### config.mk
export PLATFORM = sky130hd
export DESIGN_NAME = cpu_instr_sequencer
export DESIGN_NICKNAME = d
export VERILOG_FILES = /design/src/rtl/cpu_instr_sequencer.sv
export SDC_FILE = /design/constraint.sdc
export NUM_CORES = 1
export LEC_CHECK = 0
export BUFFER_PORTS_ARGS = -buffer_cell sky130_fd_sc_hd__buf_4
export CAP_MARGIN = 5
export CORE_MARGIN = 4
export CORE_UTILIZATION = 52
export DETAILED_ROUTE_END_ITERATION = 8
export GPL_TIMING_DRIVEN = 1
export PLACE_DENSITY = 0.81
export REMOVE_ABC_BUFFERS = 1
export SLEW_MARGIN = 20
export SYNTH_ARGS = -nofsm -noshare
export SYNTH_HDL_FRONTEND = slang
export SYNTH_SLANG_ARGS = --single-unit
### constraint.sdc
create_clock -name clk -period 11.37 [get_ports clk]
set_input_delay 1.7055 -clock clk [delete_from_list [all_inputs] [get_ports clk]]
set_output_delay 1.7055 -clock clk [all_outputs]
set_load 0.01 [all_outputs]
### src/rtl/cpu_instr_sequencer.sv
// Host-side sequencer for the 4-bit accumulator CPU: stores up to 16 instruction
// words and replays them onto the CPU pin bus with fixed hold/settle timing.
module cpu_instr_sequencer #(
  parameter int unsigned HOLD_CYCLES   = 3,
  parameter int unsigned SETTLE_CYCLES = 3,
  parameter logic [3:0]  NOP_OPCODE    = 4'hF
) (
  input  logic        clk,
  input  logic        rst,
  input  logic        prog_we,
  input  logic [3:0]  prog_addr,
  input  logic [12:0] prog_wdata,
  input  logic [4:0]  prog_len,
  input  logic        start,
  input  logic        stop,
  output logic [7:0]  cpu_ui_in,
  output logic [7:0]  cpu_uio_in,
  input  logic [3:0]  cpu_acc,
  output logic        busy,
  output logic [3:0]  pc,
  output logic        result_valid,
  output logic [3:0]  result_data,
  output logic [3:0]  result_idx,
  output logic        done,
  output logic        aborted
);

  localparam logic [2:0] S_IDLE    = 3'd0;
  localparam logic [2:0] S_DRIVE   = 3'd1;
  localparam logic [2:0] S_SETTLE  = 3'd2;
  localparam logic [2:0] S_CAPTURE = 3'd3;
  localparam logic [2:0] S_DONE    = 3'd4;
  localparam logic [2:0] S_ABORT   = 3'd5;

  localparam logic [3:0]  HOLD_LAST   = 4'(HOLD_CYCLES - 1);
  localparam logic [3:0]  SETTLE_LAST = 4'(SETTLE_CYCLES - 1);
  localparam logic [12:0] NOP_WORD    = {NOP_OPCODE, 8'h00, 1'b0};
  localparam logic [7:0]  NOP_UIO     = {NOP_OPCODE, 4'b0000};

  logic [12:0] prog [16];

  logic [2:0]  state, state_nxt;
  logic [3:0]  cnt, cnt_nxt;
  logic [3:0]  pc_nxt;
  logic [4:0]  len, len_nxt;
  logic        load_bus;
  logic [12:0] bus_word;
  logic [7:0]  ui_nxt, uio_nxt;
  logic        busy_nxt, valid_nxt, done_nxt, aborted_nxt;
  logic [3:0]  rdata_nxt, ridx_nxt;

  // Program store; writes are locked out while a run is in progress.
  always_ff @(posedge clk or posedge rst) begin
    if (rst) begin
      for (int i = 0; i < 16; i++) prog[i] <= NOP_WORD;
    end else if (prog_we && !busy) begin
      prog[prog_addr] <= prog_wdata;
    end
  end

  // Next-state logic; every output is computed here and registered below.
  always_comb begin
    state_nxt   = state;
    cnt_nxt     = cnt;
    pc_nxt      = pc;
    len_nxt     = len;
    load_bus    = 1'b0;
    valid_nxt   = 1'b0;
    done_nxt    = 1'b0;
    aborted_nxt = 1'b0;
    rdata_nxt   = result_data;
    ridx_nxt    = result_idx;

    case (state)
      S_IDLE: begin
        if (start && !stop) begin
          len_nxt = (prog_len > 5'd16) ? 5'd16 : prog_len;
          pc_nxt  = 4'd0;
          cnt_nxt = 4'd0;
          if (prog_len == 5'd0) begin
            state_nxt = S_DONE;
            done_nxt  = 1'b1;
          end else begin
            state_nxt = S_DRIVE;
            load_bus  = 1'b1;
          end
        end
      end
      S_DRIVE: begin
        if (stop) begin
          state_nxt   = S_ABORT;
          aborted_nxt = 1'b1;
        end else if (cnt == HOLD_LAST) begin
          state_nxt = S_SETTLE;
          cnt_nxt   = 4'd0;
        end else begin
          cnt_nxt  = cnt + 4'd1;
          load_bus = 1'b1;
        end
      end
      S_SETTLE: begin
        if (stop) begin
          state_nxt   = S_ABORT;
          aborted_nxt = 1'b1;
        end else if (cnt == SETTLE_LAST) begin
          state_nxt = S_CAPTURE;
          cnt_nxt   = 4'd0;
          rdata_nxt = cpu_acc;
          ridx_nxt  = pc;
          valid_nxt = 1'b1;
        end else begin
          cnt_nxt = cnt + 4'd1;
        end
      end
      S_CAPTURE: begin
        if (stop) begin
          state_nxt   = S_ABORT;
          aborted_nxt = 1'b1;
        end else if ({1'b0, pc} == len - 5'd1) begin
          state_nxt = S_DONE;
          done_nxt  = 1'b1;
        end else begin
          pc_nxt    = pc + 4'd1;
          state_nxt = S_DRIVE;
          load_bus  = 1'b1;
        end
      end
      S_DONE:  state_nxt = S_IDLE;
      S_ABORT: state_nxt = S_IDLE;
      default: state_nxt = S_IDLE;
    endcase

    bus_word = prog[pc_nxt];
    if (load_bus) begin
      ui_nxt  = {bus_word[8:5], bus_word[4:1]};
      uio_nxt = {bus_word[12:9], 3'b000, bus_word[0]};
    end else begin
      ui_nxt  = 8'h00;
      uio_nxt = NOP_UIO;
    end

    busy_nxt = (state_nxt == S_DRIVE) || (state_nxt == S_SETTLE) ||
               (state_nxt == S_CAPTURE);
  end

  always_ff @(posedge clk or posedge rst) begin
    if (rst) begin
      state        <= S_IDLE;
      cnt          <= 4'd0;
      pc           <= 4'd0;
      len          <= 5'd0;
      cpu_ui_in    <= 8'h00;
      cpu_uio_in   <= NOP_UIO;
      busy         <= 1'b0;
      result_valid <= 1'b0;
      result_data  <= 4'd0;
      result_idx   <= 4'd0;
      done         <= 1'b0;
      aborted      <= 1'b0;
    end else begin
      state        <= state_nxt;
      cnt          <= cnt_nxt;
      pc           <= pc_nxt;
      len          <= len_nxt;
      cpu_ui_in    <= ui_nxt;
      cpu_uio_in   <= uio_nxt;
      busy         <= busy_nxt;
      result_valid <= valid_nxt;
      result_data  <= rdata_nxt;
      result_idx   <= ridx_nxt;
      done         <= done_nxt;
      aborted      <= aborted_nxt;
    end
  end

endmodule

==> out/results.txt, run 1 <==
Outcome: finished clean
Setup violators final: 0
HP Start: result_data[0]
Worst-path clk slew: 0.06 ns
CP most frequent cell: nor2_2
Post-route non-filler standard cell count: 1313
Postcts setup bufs: 0
IO buf count: 59
GPL Wtd Cong: 0.840
CP cell instances: buf_4 > or2_2 > nor2_2 > a31oi_2 > nor2_2 > inv_2 > or2_1 > a311o_1 > o211ai_1
Area of the die: 25400 um^2
Yosys top cell by area: dfrtp_1
Number of flops mapped to enable cells by yosys: 0
Crit path DAT: 4.95 ns
CTS tree: yes
Dpl hpwl: 18200 um
Area Growth Syn to Fin: 12.1%
Synth top area share: 38.1%
Critical Path Sink Type: flop
CP max stage delay: 0.68 ns
Maximum clock rate: 222 MHz
Number of antenna violations at the first check in global routing: 0
CTS sink count: 249
Post-Syn Area: 11900 um^2
Largest net degree at the start of global routing: 132
Fin crit share: 39.7%
Seq/Total Area, Yosys: 53.1%
Vias in the first global route: 8463
Worst Setup Start Kind: primary input
Leak: 0.00574 uW
Nets: 1042
Synth warnings: 0
Area occupied by multi-input gates: 5230 um^2
Post-synth ARST share: 100%
Total number of vias: 8382
PwrDens: 234 nW/um^2
Critical path fanouts, max: 23
Fraction of layout cells with a size suffix above 1: 41.1%
Least-Margin Pin Slew: 1.18 ns
Reg2Reg Capture Point: cpu_uio_in[7]
Clock Latency Late Sink: 0.53 ns
Setup TNS: 0 ns
CTS Buf Count: 26
Max Cap Violations: 0
FF-to-FF Start: len[0]
Placed cells: 1266
Post-cts resize count: 0
Ys flop type: dfrtp_1
Diode count: 0
RSZ-0062 raised after global routing: false
Commonest cells after routing, fill and taps aside: mux2_2 (216), dfrtp_1 (181), nand2_1 (106)
Clock Skew: 0.0103 ns
Routed Antenna Nets: 0
Syn Inst Count: 987
FF-to-FF setup slack: 7.01 ns
Rows: 55
Register area: 6320 um^2
WHS Endpoint: result_data[0]
Initial Util: 52.7%
R2R cell count: 11
Drt pass-1 iters: 5
Pins Over Slew Limit: 0
Hold buffer count at cts: 0
Worst path slowest cell: nor2_2
Post-Syn Area per Cell: 12.1 um^2
Synth top area cells: dfrtp_1 (38%), mux2_2 (20%), dfstp_2 (15%)
Clock tree buffer depth: 3
Drt total wl: 29700 um
Worst EP required: 11.81 ns
Filler Cells Inserted: 1806
Yosys cell types: 70
Commonest non-fill, non-tap cell in the layout: mux2_2
Final Hold Viols: 0
Avg WL per Cell: 22.6 um
Register bit total from synthesis: 249
Fin crit period: 4.51 ns
Avg Vias per Cell: 6.38
First-pass GRT wire length: 47600 um
Cells on Worst Hold Path: 2
Ports: 63
DRC: 0
Post-route cell area: 13300 um^2
Worst vdd ir: 149 uV
Die W: 159 um
GRT overflow: 0
Area after DPL: 12500 um^2
HP Class: flop to flop
DR iter-0 viols: 850
Root buffer cell: clkbuf_16
Slew Limit Headroom: 21.3%
GR Util All Layers: 23.1%
Core area: 22600 um^2
H-tree depth: 1
WS Path Type: primary input to flop
Die H: 159 um
==> routing by layer <==
layer / share of wire, % / global-route usage (%) / vias up / wire (um)
li1: - / - / 3693 / -
met2: 48 / 37.0 / 331 / 14100
met4: 2.6 / 6.82 / 0 / 772
met5: 0 / 0 / - / 0
met3: 7.2 / 4.71 / 63 / 2130
met1: 43 / 32.1 / 4295 / 12700
==> sequential cells by signal, summed over array words and instances, names as in the netlist <==
signal	count
aborted	1
busy	1
cnt	4
cpu_ui_in	8
cpu_uio_in	5
done	1
len	5
pc	4
prog	208
result_data	4
result_idx	4
result_valid	1
state	3
==> critical path: cells and delay by family <==
| family | cells | cell delay (ns) |
|---|---|---|
| compound gates | 3 | 0.90 |
| buf+inv | 2 | 0.49 |
| simple gates | 4 | 1.84 |
==> cells in the mapped netlist (9+ instances only) <==
cell / number
mux2_2: 216
dfrtp_1: 181
nand2_1: 107
dfstp_2: 68
clkbuf_1: 42
and3_1: 34
o21ai_0: 29
a21oi_1: 26
a211oi_1: 22
a32o_1: 22
nor2_1: 21
buf_2: 19
nand3_1: 17
a21boi_0: 14
o32ai_1: 12
buf_1: 11
nor3_1: 9
==> where the power goes <==
group,switching [uW],leakage (uW),internal (uW)
registers,193,0.00302,1300
logic,333,0.00229,428
clock network,347,0.000430,521
==> how the worst max path moves through the flow <==
stage	startpoint	endpoint	slack, ns	depth (start not counted)
CTS	stop	cpu_uio_in[7]	6.91	10
global route	stop	cpu_uio_in[7]	6.62	10
global placement	stop	cpu_ui_in[6]	6.53	9
floorplan	rst	aborted	2.93	1
detailed placement	stop	cpu_uio_in[7]	6.39	10
finish	stop	cpu_ui_in[4]	6.86	9
==> cell families (layout without fill, tap and decap cells) <==
logic type	after synthesis	count (layout)	share of synthesized area, %
AOI/OAI and AO/OA	202	202	13.5
xor gates and xnor gates	7	7	0.515
adders and majority gates	2	2	0.210
buffers and inverters	87	126	3.23
DFF	249	249	53.1
muxes	219	219	20.7
other	1	3	0.0315
and+or+nand+nor	220	220	8.74
==> final cells by class <==
class	instances	area share, %
Clock buffer	40	5.90
Sequential cell	249	47.4
Clock inverter	7	0.638
Inverter	9	0.310
Tap cell	285	2.67
Multi-Input combinational cell	653	39.2
Timing Repair Buffer	70	3.94
==> per-stage QoR <==
stage | setup WS [ns] | utilization, % | hold slack (ns) | total power, uW
detailed placement | 6.39 | 55.2 | 0.464 | 2250
floorplan | 2.93 | - | 0.471 | 2010
finish | 6.86 | 59.1 | 0.477 | 3120
CTS | 6.91 | 59.1 | 0.480 | 3130
global route | 6.62 | 59.1 | 0.495 | 3280
global placement | 6.53 | 55.2 | 0.459 | 2200
No activity file was read; power rests on OpenSTA's default activity.
==> run 2: changes to the inputs <==
- clock period: 11.37 -> 4.3 ns (I/O delays scaled with it)
==> run 2 against run 1 <==
Core utilization up 0.26 points. Clock skew hardly changed. Final area grew 0.44%. Setup slack got worse by 6.5 ns. Critical path depth grew 3. Worst hold slack worse by 0.20 ns. Non-clock buffer count rose by 14. Clock-buffer cell count down 3. Register-to-register slack got worse by 6.7 ns. Flip-flop and latch count unchanged. Highest routed layer unchanged. Wire length rose by 0.58%.
==> out/results.txt, run 2 (synthesized netlist as in run 1, its figures left out) <==
Switching share of power: 28.0% (about the same)
Biggest regs: prog (208), cpu_ui_in (8)
DRC: 0 (unchanged)
Critical Path Sink Type: flop
Diode count: 0 (unchanged)
Max Cap Violations: 0 (unchanged)
IO buf count: 59 (unchanged)
Area of the die: 25400 um^2 (unchanged)
Commonest cells after routing, fill and taps aside: mux2_2 (216), dfrtp_1 (181), nand2_1 (107)
Ports: 63 (unchanged)
GPL Wtd Cong: 0.844 (+0.54%)
Final Hold Viols: 0 (unchanged)
Avg Vias per Cell: 6.36 (-0.31%)
HP Class: primary input to async pin
Pins Over Slew Limit: 0 (unchanged)
Post-cts resize count: 0 (unchanged)
Avg WL per Cell: 22.5 um (-0.34%)
Rows: 55 (unchanged)
Dpl hpwl: 18900 um (+3.9%)
Crit path DAT: 4.38 ns (-0.57 ns)
Maximum clock rate: 251 MHz
Drt pass-1 iters: 5 (unchanged)
Clock tree buffer depth: 3 (unchanged)
Worst Setup Start Kind: flop
Largest register by flop count: prog
CTS Buf Count: 26 (unchanged)
Least-Margin Pin Slew: 1.10 ns (-0.0777 ns)
Internal: 5880 uW (+160%)
Routed Antenna Nets: 0 (unchanged)
Fin util: 59.3% (+0.26 points)
Setup violators final: 0 (unchanged)
Die H: 159 um (unchanged)
Root buffer cell: clkbuf_16
Comb pwr share: 24.6% (+0.2 points)
Drt total wl: 29900 um (+0.58%)
Commonest non-fill, non-tap cell in the layout: mux2_2
Nets: 1056 (+1.3%)
Number of antenna violations at the first check in global routing: 0 (unchanged)
GR Util All Layers: 23.4% (+0.31 points)
Clock power share: 27.2% (-0.6 points)
Worst EP required: 4.71 ns (-7.10 ns)
Initial Util: 52.7% (unchanged)
PwrDens: 610 nW/um^2 (+160%)
Leak: 0.00579 uW (+0.87%)
Setup TNS: 0 ns (unchanged)
Postcts setup bufs: 0 (unchanged)
Clock Latency Late Sink: 0.53 ns (about the same)
Total power: 8170 uW (+160%)
WS Path Type: flop to flop
Largest net degree at the start of global routing: 139 (+5.3%)
Slew Limit Headroom: 26.6% (+5.3 points)
Fin crit share: 92.5%
CTS tree: yes
Total number of vias: 8432 (+0.60%)
DR iter-0 viols: 775 (-8.8%)
Worst-path clk slew: 0.06 ns (about the same)
Vias in the first global route: 8739 (+3.3%)
Outcome: finished clean
Register share of total power: 48.3% (+0.6 points)
Area Growth Syn to Fin: 12.6%
CTS sink count: 249 (unchanged)
H-tree depth: 1 (unchanged)
Critical path fanouts, max: 52 (+130%)
First-pass GRT wire length: 48600 um (+1.9%)
Fin crit period: 3.98 ns
Die W: 159 um (unchanged)
RSZ-0062 raised after global routing: false
Core area: 22600 um^2 (unchanged)
Max FFs per register: 208 (unchanged)
Fraction of layout cells with a size suffix above 1: 41.6% (+0.58 points)
GRT overflow: 0 (unchanged)
Worst vdd ir: 372 uV (+150%)
Total net switching power: 2290 uW (+160%)
Clock Skew: 0.00994 ns (-0.000337 ns)
Hold buffer count at cts: 0 (unchanged)
## run 2: changes by cell type in the layout (fill, tap and decap cells not counted), sizes merged
cell    change
buf        +14
clkbuf      -3
clkinv      +1
## run 2: layer usage
layer  vias up  part of all wire, %  global-route usage, %
li1       3722                    -                      -
met1      4339                   43                   32.4
met2       313                   48                   38.7
met3        58                  6.1                   3.99
met4         0                  2.4                   6.23
met5         -                    0                      0
## run 2: area by class of cell
cell class | instances | area [um^2]
timing repair buffer | 84 | 631
inverter | 9 | 41.3
fill | 1794 | 9180
clock inverter | 8 | 88.8
tap | 285 | 357
multi-input combinational | 653 | 5220
clock buffer | 37 | 743
sequential | 249 | 6320
## run 2: path summary, 6_finish.rpt
| kind | endpoint | slack [ns] | from | cells after the start |
|---|---|---|---|---|
| max | cpu_ui_in[6] | 0.32 | len[0] | 12 |
| min | prog[117] | 0.28 | rst | 2 |
| max reg2reg | cpu_ui_in[6] | 0.32 | len[0] | 12 |
| min reg2reg | result_data[0] | 0.48 | result_data[0] | 2 |
| max in group asynchronous | len[0] | 2.90 | rst | 3 |
| min in group clk | result_data[2] | 0.31 | cpu_acc[2] | 3 |
## run 2: worst max-delay path: stages (launching register included)
cell,delay (ns)
dfrtp_1,0.40
inv_1,0.08
ha_1,0.25
o21ba_1,0.20
a221oi_2,0.36
o2111a_1,0.30
nor3_1,0.14
nor2_2,0.85
inv_2,0.10
buf_4,0.33
a211oi_1,0.28
a2111oi_0,0.14
or3_1,0.37
## run 2: through the flow
| stage | worst slack, ns | instance area (um^2) | cells | hold slack [ns] |
|---|---|---|---|---|
| 2_1_floorplan | -3.08 | 11600 | 911 | 0.471 |
| 3_3_place_gp | 0.693 | 12600 | 1280 | 0.457 |
| 3_5_place_dp | 0.427 | 12600 | 1280 | 0.469 |
| 4_1_cts | 0.421 | 13400 | 1325 | 0.295 |
| 5_1_grt | 0.0698 | 13400 | 1325 | 0.313 |
| 6_report | 0.321 | 13400 | 1325 | 0.279 |
## run 2: power groups by stage
stage / Combinational (uW) / Sequential, uW / Clock, uW
finish: 2010 / 3940 / 2220
detailed placement: 2000 / 3950 / 0
global placement: 1910 / 3900 / 0
CTS: 2010 / 3920 / 2240
floorplan: 1530 / 3800 / 0
global route: 2210 / 4040 / 2330
